### config.mk
export PLATFORM = sky130hd
export DESIGN_NAME = irq_arbiter
export DESIGN_NICKNAME = d
export VERILOG_FILES = /design/src/rtl/irq_arbiter_pkg.sv /design/src/rtl/irq_prio_resolver.sv /design/src/rtl/irq_arbiter.sv
export SDC_FILE = /design/constraint.sdc
export NUM_CORES = 1
export LEC_CHECK = 0
export BUFFER_PORTS_ARGS = -buffer_cell sky130_fd_sc_hd__buf_2
export CORE_MARGIN = 8
export CORE_UTILIZATION = 48
export CTS_BUF_LIST = sky130_fd_sc_hd__clkbuf_16
export CTS_CLUSTER_SIZE = 20
export DETAILED_ROUTE_END_ITERATION = 16
export PLACE_DENSITY_LB_ADDON = 0.12
export SLEW_MARGIN = 20
export SYNTH_ARGS = -nofsm -noshare
export SYNTH_HDL_FRONTEND = slang
export SYNTH_HIERARCHICAL = 1
export SYNTH_SLANG_ARGS = --single-unit
### constraint.sdc
create_clock -name clk -period 3.3 [get_ports clk]
set_input_delay 0.495 -clock clk [delete_from_list [all_inputs] [get_ports clk]]
set_output_delay 0.495 -clock clk [all_outputs]
set_load 0.01 [all_outputs]
### src/rtl/irq_arbiter_pkg.sv
// Shared types and constants for the interrupt arbiter.
package irq_arbiter_pkg;

    typedef enum logic [1:0] {
        ST_IDLE = 2'd0,
        ST_ACK1 = 2'd1,
        ST_GAP  = 2'd2,
        ST_ACK2 = 2'd3
    } arb_state_e;

    localparam logic [2:0] SPURIOUS_LEVEL = 3'd7;

    // Reset value of lowest_prio depends on the instance width, so it is a function.
    function automatic logic [2:0] LOWEST_PRIO_RESET(input int unsigned num_irq);
        return 3'(num_irq - 1);
    endfunction

endpackage

### src/rtl/irq_prio_resolver.sv
// Circular find-first: scans from lowest_i+1 upward (mod NUM_IRQ) and reports the
// first set request together with its rank (0 = highest priority).
module irq_prio_resolver #(
    parameter int NUM_IRQ = 8
) (
    input  logic [NUM_IRQ-1:0] req_i,
    input  logic [2:0]         lowest_i,
    output logic               found_o,
    output logic [2:0]         level_o,
    output logic [2:0]         rank_o
);

    logic [3:0] idx;

    always_comb begin
        found_o = 1'b0;
        level_o = '0;
        rank_o  = '0;
        idx     = '0;
        // Descending scan so the smallest rank is the last one written.
        for (int i = NUM_IRQ - 1; i >= 0; i--) begin
            idx = {1'b0, lowest_i} + 4'd1 + 4'(i);
            if (idx >= 4'(NUM_IRQ)) begin
                idx = idx - 4'(NUM_IRQ);
            end
            if (req_i[idx[2:0]]) begin
                found_o = 1'b1;
                level_o = idx[2:0];
                rank_o  = 3'(i);
            end
        end
    end

endmodule

### src/rtl/irq_arbiter.sv
// 8259-style interrupt arbiter: synchronizes requests, resolves circular priority and
// runs the two-pulse acknowledge. Define IRQ_ARBITER_ROTATE_EN for rotation and set_prio.
module irq_arbiter
    import irq_arbiter_pkg::*;
#(
    parameter int NUM_IRQ     = 8,
    parameter int SYNC_STAGES = 2
) (
    input  logic               clk,
    input  logic               reset_n,
    input  logic [NUM_IRQ-1:0] irq,
    input  logic               cfg_level,
    input  logic [NUM_IRQ-1:0] cfg_mask,
    input  logic               cfg_aeoi,
    input  logic               cfg_rotate_auto,
    input  logic [4:0]         cfg_vector_base,
    input  logic               init,
    input  logic               eoi_ns,
    input  logic               eoi_sp,
    input  logic               set_prio,
    input  logic [2:0]         eoi_level,
    input  logic [2:0]         prio_level,
    input  logic               inta,
    output logic               int_req,
    output logic [7:0]         vector,
    output logic               vector_valid,
    output logic [NUM_IRQ-1:0] irr,
    output logic [NUM_IRQ-1:0] isr
);

    logic [NUM_IRQ-1:0] sync_q [SYNC_STAGES];
    logic [NUM_IRQ-1:0] synced_prev_q;
    logic [NUM_IRQ-1:0] irr_q, irr_d, isr_q, isr_d;
    logic [NUM_IRQ-1:0] irr_set, irr_clr, isr_set, isr_clr;
    logic [NUM_IRQ-1:0] synced, rise, irr_eff;
    arb_state_e         state_q, state_d;
    logic               inta_q, inta_rise, inta_fall;
    logic               ack1_entry, ack2_exit;
    logic [2:0]         level_q, level_d, lowest_q, lowest_d;
    logic               spurious_q, spurious_d;
    logic               int_req_q, int_req_d, vld_q, vld_d;
    logic [7:0]         vector_q, vector_d;
    logic               irr_found, isr_found;
    logic [2:0]         irr_level, isr_level, irr_rank, isr_rank;

    irq_prio_resolver #(.NUM_IRQ(NUM_IRQ)) u_irr_res (
        .req_i    (irr_eff),
        .lowest_i (lowest_q),
        .found_o  (irr_found),
        .level_o  (irr_level),
        .rank_o   (irr_rank)
    );

    irq_prio_resolver #(.NUM_IRQ(NUM_IRQ)) u_isr_res (
        .req_i    (isr_q),
        .lowest_i (lowest_q),
        .found_o  (isr_found),
        .level_o  (isr_level),
        .rank_o   (isr_rank)
    );

    always_ff @(posedge clk) begin
        if (!reset_n) begin
            for (int s = 0; s < SYNC_STAGES; s++) sync_q[s] <= '0;
        end else begin
            sync_q[0] <= irq;
            for (int s = 1; s < SYNC_STAGES; s++) sync_q[s] <= sync_q[s-1];
        end
    end

    always_comb begin
        synced    = sync_q[SYNC_STAGES-1];
        rise      = synced & ~synced_prev_q;
        irr_eff   = irr_q & ~cfg_mask;
        inta_rise = inta & ~inta_q;
        inta_fall = ~inta & inta_q;

        state_d = state_q;
        case (state_q)
            ST_IDLE: if (inta_rise) state_d = ST_ACK1;
            ST_ACK1: if (inta_fall) state_d = ST_GAP;
            ST_GAP:  if (inta_rise) state_d = ST_ACK2;
            ST_ACK2: if (inta_fall) state_d = ST_IDLE;
            default: state_d = ST_IDLE;
        endcase
        ack1_entry = (state_q == ST_IDLE) && (state_d == ST_ACK1);
        ack2_exit  = (state_q == ST_ACK2) && (state_d == ST_IDLE);

        irr_set    = rise;
        irr_clr    = '0;
        isr_set    = '0;
        isr_clr    = '0;
        level_d    = level_q;
        spurious_d = spurious_q;
        if (ack1_entry) begin
            if (irr_found) begin
                level_d            = irr_level;
                spurious_d         = 1'b0;
                isr_set[irr_level] = 1'b1;
                irr_clr[irr_level] = 1'b1;
            end else begin
                level_d    = SPURIOUS_LEVEL;
                spurious_d = 1'b1;
            end
        end
        if (ack2_exit && cfg_aeoi && !spurious_q) isr_clr[level_q] = 1'b1;
        if (eoi_ns && isr_found) isr_clr[isr_level] = 1'b1;
        if (eoi_sp && ({1'b0, eoi_level} < 4'(NUM_IRQ))) isr_clr[eoi_level] = 1'b1;

        // Clears are applied first so a same-cycle set always wins.
        irr_d = cfg_level ? synced : ((irr_q & ~irr_clr) | irr_set);
        isr_d = (isr_q & ~isr_clr) | isr_set;

`ifdef IRQ_ARBITER_ROTATE_EN
        lowest_d = lowest_q;
        if (ack2_exit && cfg_aeoi && cfg_rotate_auto && !spurious_q) lowest_d = level_q;
        if (set_prio && ({1'b0, prio_level} < 4'(NUM_IRQ))) lowest_d = prio_level;
`else
        lowest_d = LOWEST_PRIO_RESET(NUM_IRQ);
`endif

        int_req_d = (state_q == ST_IDLE) && (state_d == ST_IDLE) && irr_found &&
                    (!isr_found || (irr_rank < isr_rank));
        vld_d     = (state_d == ST_ACK2) && inta;
        vector_d  = vld_d ? {cfg_vector_base, level_q} : 8'h00;

        if (init) begin
            state_d   = ST_IDLE;
            irr_d     = '0;
            isr_d     = '0;
            lowest_d  = LOWEST_PRIO_RESET(NUM_IRQ);
            int_req_d = 1'b0;
            vld_d     = 1'b0;
            vector_d  = 8'h00;
        end
    end

`ifndef IRQ_ARBITER_ROTATE_EN
    logic unused_rotate_inputs;
    assign unused_rotate_inputs = ^{cfg_rotate_auto, set_prio, prio_level};
`endif

    always_ff @(posedge clk) begin
        if (!reset_n) begin
            state_q       <= ST_IDLE;
            synced_prev_q <= '0;
            irr_q         <= '0;
            isr_q         <= '0;
            inta_q        <= 1'b0;
            level_q       <= '0;
            spurious_q    <= 1'b0;
            lowest_q      <= LOWEST_PRIO_RESET(NUM_IRQ);
            int_req_q     <= 1'b0;
            vld_q         <= 1'b0;
            vector_q      <= 8'h00;
        end else begin
            state_q       <= state_d;
            synced_prev_q <= synced;
            irr_q         <= irr_d;
            isr_q         <= isr_d;
            inta_q        <= inta;
            level_q       <= level_d;
            spurious_q    <= spurious_d;
            lowest_q      <= lowest_d;
            int_req_q     <= int_req_d;
            vld_q         <= vld_d;
            vector_q      <= vector_d;
        end
    end

    assign int_req      = int_req_q;
    assign vector       = vector_q;
    assign vector_valid = vld_q;
    assign irr          = irr_q;
    assign isr          = isr_q;

endmodule

==> results.ini, run 1 <==
[timing]
clock_skew_ns = 0.00562
fin_crit_sh_pct = 93.9
worst-slew-pin-transition_ns = 0.930
hold_viol = 0
setup_viol = 0
fin_hold_ws_ns = 0.375
fmax_mhz = 323
slew_violations = 0
slew_headroom_pct = 37.9
fin_setup_tns_ns = 0
rsz0062_at_grt = no
period_minus_slack_ns = 3.10

[cts]
root_buffer = clkbuf_16
clk_pin_slew_ns = 0.05
postCtsHoldBufs = 0
numCtsBuffers = 9
cts_resized = 0
cts_tree = done
clk_latency_ns = 0.32
numClockSinks = 57
post_cts_buffers = 0
clk_path_buf_depth = 2
h-tree-depth = 3

[layout]
area.sequential_um2 = 1140
n_antenna_cell = 0
drive_gt1_share_pct = 24.9
multi_input_area_um2 = 2920
fin_nets = 564
fillCellCount = 792
design_area_um2 = 4990
syn_to_final_growth_pct = 15.8

[global_routing]
grt_pass1_wl_um = 16500
grt.total_usage_pct = 15.7
antenna_found_initial = 0
grt_pass1_vias = 3494
grt_max_degree = 32
grt_overflow = 0

[synth]
synth_cell_types = 63
synth_ff_type = dfxtp_1
ys_ff_latch = 57
ys_warn_count = 6
synthArstFlopShare_pct = 0
syn_inst = 448
ys_seq_area_share_pct = 26.5
avgSynthCellArea_um2 = 9.61
syn_area_um2 = 4310
synth-edff-count = 0

[detailed_routing]
ant_nets = 0
viasPerCell = 5.75
drt_iter0_drc = 129
wire_per_inst_um = 15.6
drtPass1Iterations = 4
wl_um = 9890
route.detailed.drc = 0
vias = 3646

[run_status]
status = complete, no violations

[die]
num_rows = 34
die_w_um = 111
ios = 63
start_util_pct = 49.4
die_h_um = 111
design.die.area_um2 = 12300
design.core.area_um2 = 8720

[pwr]
power_per_cell_area_nw_per_um2 = 380
power_mw = 1.90
vdd_drop_max_mv = 0.463
power_leakage_nw = 2.09

[critical_path]
critPathCaptureType = register
cp_max_fo = 11
worstPathArrival_ns = 3.29
crit_required_ns = 3.49
worstSetupStartpointType = register
worstSetupPathType = reg2reg

[placement]
dp.final_hpwl_um = 7450
place_area_um2 = 4700
gp_routability_congestion = 0.878
portBuffers = 57

[worst_hold_path]
holdCritPathClass = in2reg

[run]
maxCapViolCount = 0

## synthesized netlist by cell type, drive strengths merged (3+ instances only)
cell type   n  area [um2]
and3        4        25.0
clkbuf     19         133
nand3      14        70.1
nor2b      14        87.6
mux2i      22         260
mux4       22         518
buf         7        80.1
mux2       10         128
nor4b       3        26.3
a21oi      26         130
o311ai      3        26.3
nand2      17        63.8
dfxtp      57        1140
nand4       3        18.8
xnor2       4        35.0
a41o        4        40.0
nor3       16        80.1
nand2b     30         188
o211a       5        50.1
o2111ai     7        61.3
inv        25        93.8
nand4b      6        52.6
and2       37         231
o32ai       3        26.3
a311oi      3        26.3
o22ai       7        43.8
nor4       10        62.6
o31ai       3        22.5
xnor3       4        95.1
o21ai      11        55.1
nand3b      5        37.5
ha          6        75.1
a211oi      4        30.0
nor2        9        33.8
## state kept, by name, indices dropped and copies added (netlist names)
name and cells:
level_q 3, spurious_q 1, int_req 1, synced_prev_q 8
irr 8, sync_q 16, inta_q 1, isr 8
vector 8, state_q 2, vector_valid 1
## critical path, cell delays in order, from the launching register on
cell,delay [ns]
dfxtp_1,0.35
nor2b_1,0.38
mux4_2,0.40
nand2b_1,0.07
mux4_2,0.49
a311oi_1,0.34
nor3_2,0.19
or3b_2,0.46
o31ai_1,0.20
a21oi_1,0.10
## power by group
group / internal, mW / leakage [nW] / switching [mW]
Combinational: 0.148 / 1.48 / 0.175
Clock: 0.567 / 0.144 / 0.284
Sequential: 0.711 / 0.465 / 0.0130
Total: 1.43 / 2.09 / 0.471
## kinds of logic (layout without fill, tap and decap cells)
logic type                 after synthesis  after routing  share of synthesized area [%]
buffers and inverters                   51            116                           7.12
and+or+nand+nor                        176            176                           24.4
muxes                                   54             54                           21.0
xor gates and xnor gates                 9              9                           3.23
adders and majority gates                6              6                           1.74
other                                    1             14                         0.0871
DFF                                     57             57                           26.5
AOI/OAI and AO/OA                       94             94                           15.8
## placed cells by master, fill, tap and decap left out, types with 15 or more instances in the layout
cell type,netlist,final
dfxtp_1,57,57
and2_1,37,37
inv_1,25,27
mux4_2,16,16
nand2b_1,30,30
nand2_1,17,17
buf_4,0,18
nor3_1,16,15
a21oi_1,26,26
mux2i_1,16,16
buf_2,1,57
## through the flow
stage,util (%),instances,setup slack [ns]
2_1_floorplan,-,461,0.298
3_3_place_gp,53.9,618,0.0746
3_5_place_dp,53.9,618,0.00143
4_1_cts,57.1,634,0.223
5_1_grt,57.2,634,0.0548
6_report,57.2,634,0.201
## final timing paths
| check | from | end | slack [ns] | depth (start not counted) |
|---|---|---|---|---|
| worst min-delay path | cfg_vector_base[1] | vector[4]$_SDFF_PP0_ | 0.38 | 2 |
| worst max-delay path | irr[4]$_SDFF_PP0_ | irr[2]$_SDFF_PP0_ | 0.20 | 9 |
| worst max register to register | irr[4]$_SDFF_PP0_ | irr[2]$_SDFF_PP0_ | 0.20 | 9 |
| worst min register to register | sync_q[0][7]$_SDFF_PN0_ | sync_q[0][15]$_SDFF_PN0_ | 0.43 | 1 |
## routing by layer
layer | GRT usage (%) | vias to the layer above | routed length [um]
met5 | 0 | - | 0
met2 | 26.7 | 73 | 4870
met3 | 2.92 | 10 | 371
met4 | 5.59 | 0 | 117
li1 | - | 1823 | -
met1 | 19.3 | 1740 | 4530
## final cells by class
cell class,count,share of cell area (%)
clock buffer,9,4.52
clock inverter,7,1.08
inverter,25,1.88
multi-input combinational,353,58.5
sequential,57,22.9
tap,108,2.71
timing repair buffer,75,8.43
No activity file was read; power rests on OpenSTA's default activity.
==> run 2, diff against run 1 <==
clock period = 3 ns   (was 3.3 ns; I/O delays follow)
==> run 2 against run 1 <==
  * Fmax rose by 7.2%
  * Worst setup slack worse by 0.091 ns
  * Worst hold slack worse by 0.049 ns
  * Cell area rose by 5.6%
  * First-iteration DRC count up 33%
  * Sequential power rose by 9.8%
  * Critical path type unchanged
  * Highest routed layer unchanged
==> results.ini, run 2 (synthesis gave the netlist of run 1 again) <==
[cts]
numCtsBuffers = 9  ; unchanged
h-tree-depth = 3  ; unchanged
root_buffer = clkbuf_16  ; unchanged
clk_path_buf_depth = 2  ; unchanged
numClockSinks = 57  ; unchanged
clk_latency_ns = 0.32  ; about the same
clk_pin_slew_ns = 0.05  ; about the same
cts_tree = done  ; unchanged

[timing]
hold_viol = 0  ; unchanged
fin_crit_sh_pct = 96.3  ; was 93.9%
clock_skew_ns = 0.00752  ; was 0.00562 ns
worst_slack_ns = 0.110  ; was 0.201 ns
setup_viol = 0  ; unchanged
fin_setup_tns_ns = 0  ; unchanged
slew_violations = 0  ; unchanged
fmax_mhz = 346  ; was 323 MHz
slew_headroom_pct = 41.2  ; was 37.9%
period_minus_slack_ns = 2.89  ; was 3.10 ns
worst-slew-pin-transition_ns = 0.859  ; was 0.930 ns

[layout]
n_antenna_cell = 0  ; unchanged
layout_common_cells = 57 x buf_2, 57 x dfxtp_1, 39 x buf_4  ; was 57 x buf_2, 57 x dfxtp_1, 37 x and2_1
max_flop_register = sync_q  ; unchanged
multi_input_area_um2 = 2960  ; was 2920 um2
drive_gt1_share_pct = 28.9  ; was 24.9%
fin_nets = 585  ; was 564
syn_to_final_growth_pct = 22.3  ; was 15.8%
design_area_um2 = 5270  ; was 4990 um2
finish.utilization_pct = 60.4  ; was 57.2%
fillCellCount = 789  ; was 792
area.sequential_um2 = 1140  ; unchanged
largest_reg_flops = 16  ; unchanged

[die]
num_rows = 34  ; unchanged
design.core.area_um2 = 8720  ; unchanged
start_util_pct = 49.4  ; unchanged
die_w_um = 111  ; unchanged
die_h_um = 111  ; unchanged
ios = 63  ; unchanged
design.die.area_um2 = 12300  ; unchanged

[worst_hold_path]
holdCritPathClass = in2reg  ; unchanged
min_from = irq[6]  ; was cfg_vector_base[1]

[placement]
place_area_um2 = 4850  ; was 4700 um2
portBuffers = 57  ; unchanged
pre_cts_slack_ns = -0.110  ; was 0.00143 ns
dp.final_hpwl_um = 7740  ; was 7450 um
gp_routability_congestion = 0.873  ; was 0.878

[pwr]
power_frac_comb_pct = 15.7  ; was 17.0%
switchingPower_mw = 0.547  ; was 0.471 mW
seq_power_share_pct = 33.3  ; was 38.2%
power_per_cell_area_nw_per_um2 = 454  ; was 380 nW/um2
power.internal_mw = 1.84  ; was 1.43 mW
pwr-share-clk_pct = 51.0  ; was 44.8%
power_leakage_nw = 2.23  ; was 2.09 nW
power.share.switching_pct = 22.9  ; was 24.9%
vdd_drop_max_mv = 0.447  ; was 0.463 mV

[detailed_routing]
route.detailed.drc = 0  ; unchanged
viasPerCell = 5.73  ; was 5.75
vias = 3753  ; was 3646
ant_nets = 0  ; unchanged
drtPass1Iterations = 5  ; was 4
drt_iter0_drc = 172  ; was 129
wl_um = 10200  ; was 9890 um
wire_per_inst_um = 15.6  ; about the same

[global_routing]
grt_overflow = 0  ; unchanged
grt_pass1_vias = 3710  ; was 3494
antenna_found_initial = 0  ; unchanged
grt_pass1_wl_um = 17300  ; was 16500 um
grt.total_usage_pct = 16.4  ; was 15.7%
grt_max_degree = 32  ; unchanged

[critical_path]
critPathLaunch = irr[3]$_SDFF_PP0_  ; was irr[4]$_SDFF_PP0_
worstSetupStartpointType = register  ; unchanged
worstPathArrival_ns = 3.08  ; was 3.29 ns
crit_required_ns = 3.19  ; was 3.49 ns
timing.reg2reg.setup_slack_ns = 0.11  ; was 0.20 ns
worstSetupPathType = reg2reg  ; unchanged
critPathCaptureType = register  ; unchanged
r2r-start = irr[3]$_SDFF_PP0_  ; was irr[4]$_SDFF_PP0_
cp_max_fo = 7  ; was 11

[run]
maxCapViolCount = 0  ; unchanged

[run_status]
status = complete, no violations  ; unchanged

-- run 2: path summary, 6_finish.rpt --
check,endpoint,cells past startpoint
max reg2reg,irr[2]$_SDFF_PP0_,9
min reg2reg,sync_q[0][13]$_SDFF_PN0_,1
max,irr[2]$_SDFF_PP0_,9
min,sync_q[0][6]$_SDFF_PN0_,2
-- run 2: power groups by stage --
stage | registers (mW) | clock network, mW | logic, mW
after detailed placement | 0.811 | 0 | 0.342
after global placement | 0.810 | 0 | 0.338
after global routing | 0.797 | 1.27 | 0.411
final | 0.795 | 1.22 | 0.376
after floorplan | 0.807 | 0 | 0.293
after CTS | 0.795 | 1.23 | 0.344
-- run 2: critical path: stages, from the launching register on --
cell and delay [ns]:
dfxtp_1 0.32, nor2b_1 0.14, mux4_2 0.47, nand2b_1 0.15, mux4_2 0.52, a311oi_4 0.29
nor3_4 0.12, or3b_2 0.46, o31ai_2 0.18, a21oi_1 0.09
-- run 2: routing by layer --
metal	up-vias	share of wire, %	GRT usage (%)
li1	1871	-	-
met5	-	0	0
met3	7	3.9	3.30
met4	0	0.67	4.86
met1	1797	46	21.2
met2	78	49	26.7
-- run 2: area by class of cell --
type / count / area share [%]
well taps: 108 / 2.57
multi-input cells: 353 / 56.2
clock buffers: 9 / 4.28
inverters: 25 / 1.78
repair buffers: 96 / 11.0
flip-flops and latches: 57 / 21.7
clock inverters: 7 / 2.52
-- run 2: metrics by stage --
stage | hold WS, ns | cells | power (mW)
floorplan | 0.412 | 461 | 1.10
global placement | 0.414 | 637 | 1.15
detailed placement | 0.421 | 637 | 1.15
CTS | 0.321 | 653 | 2.37
global route | 0.327 | 655 | 2.48
finish | 0.327 | 655 | 2.39
-- run 2: what timing repair did --
action / in CTS / in global routing
pin swaps: 0 / 2
endpoints found under the setup margin: 9 / 2
buffers inserted: 0 / 2
resized for setup: 1 / 7
hold buffers: 0 / 0
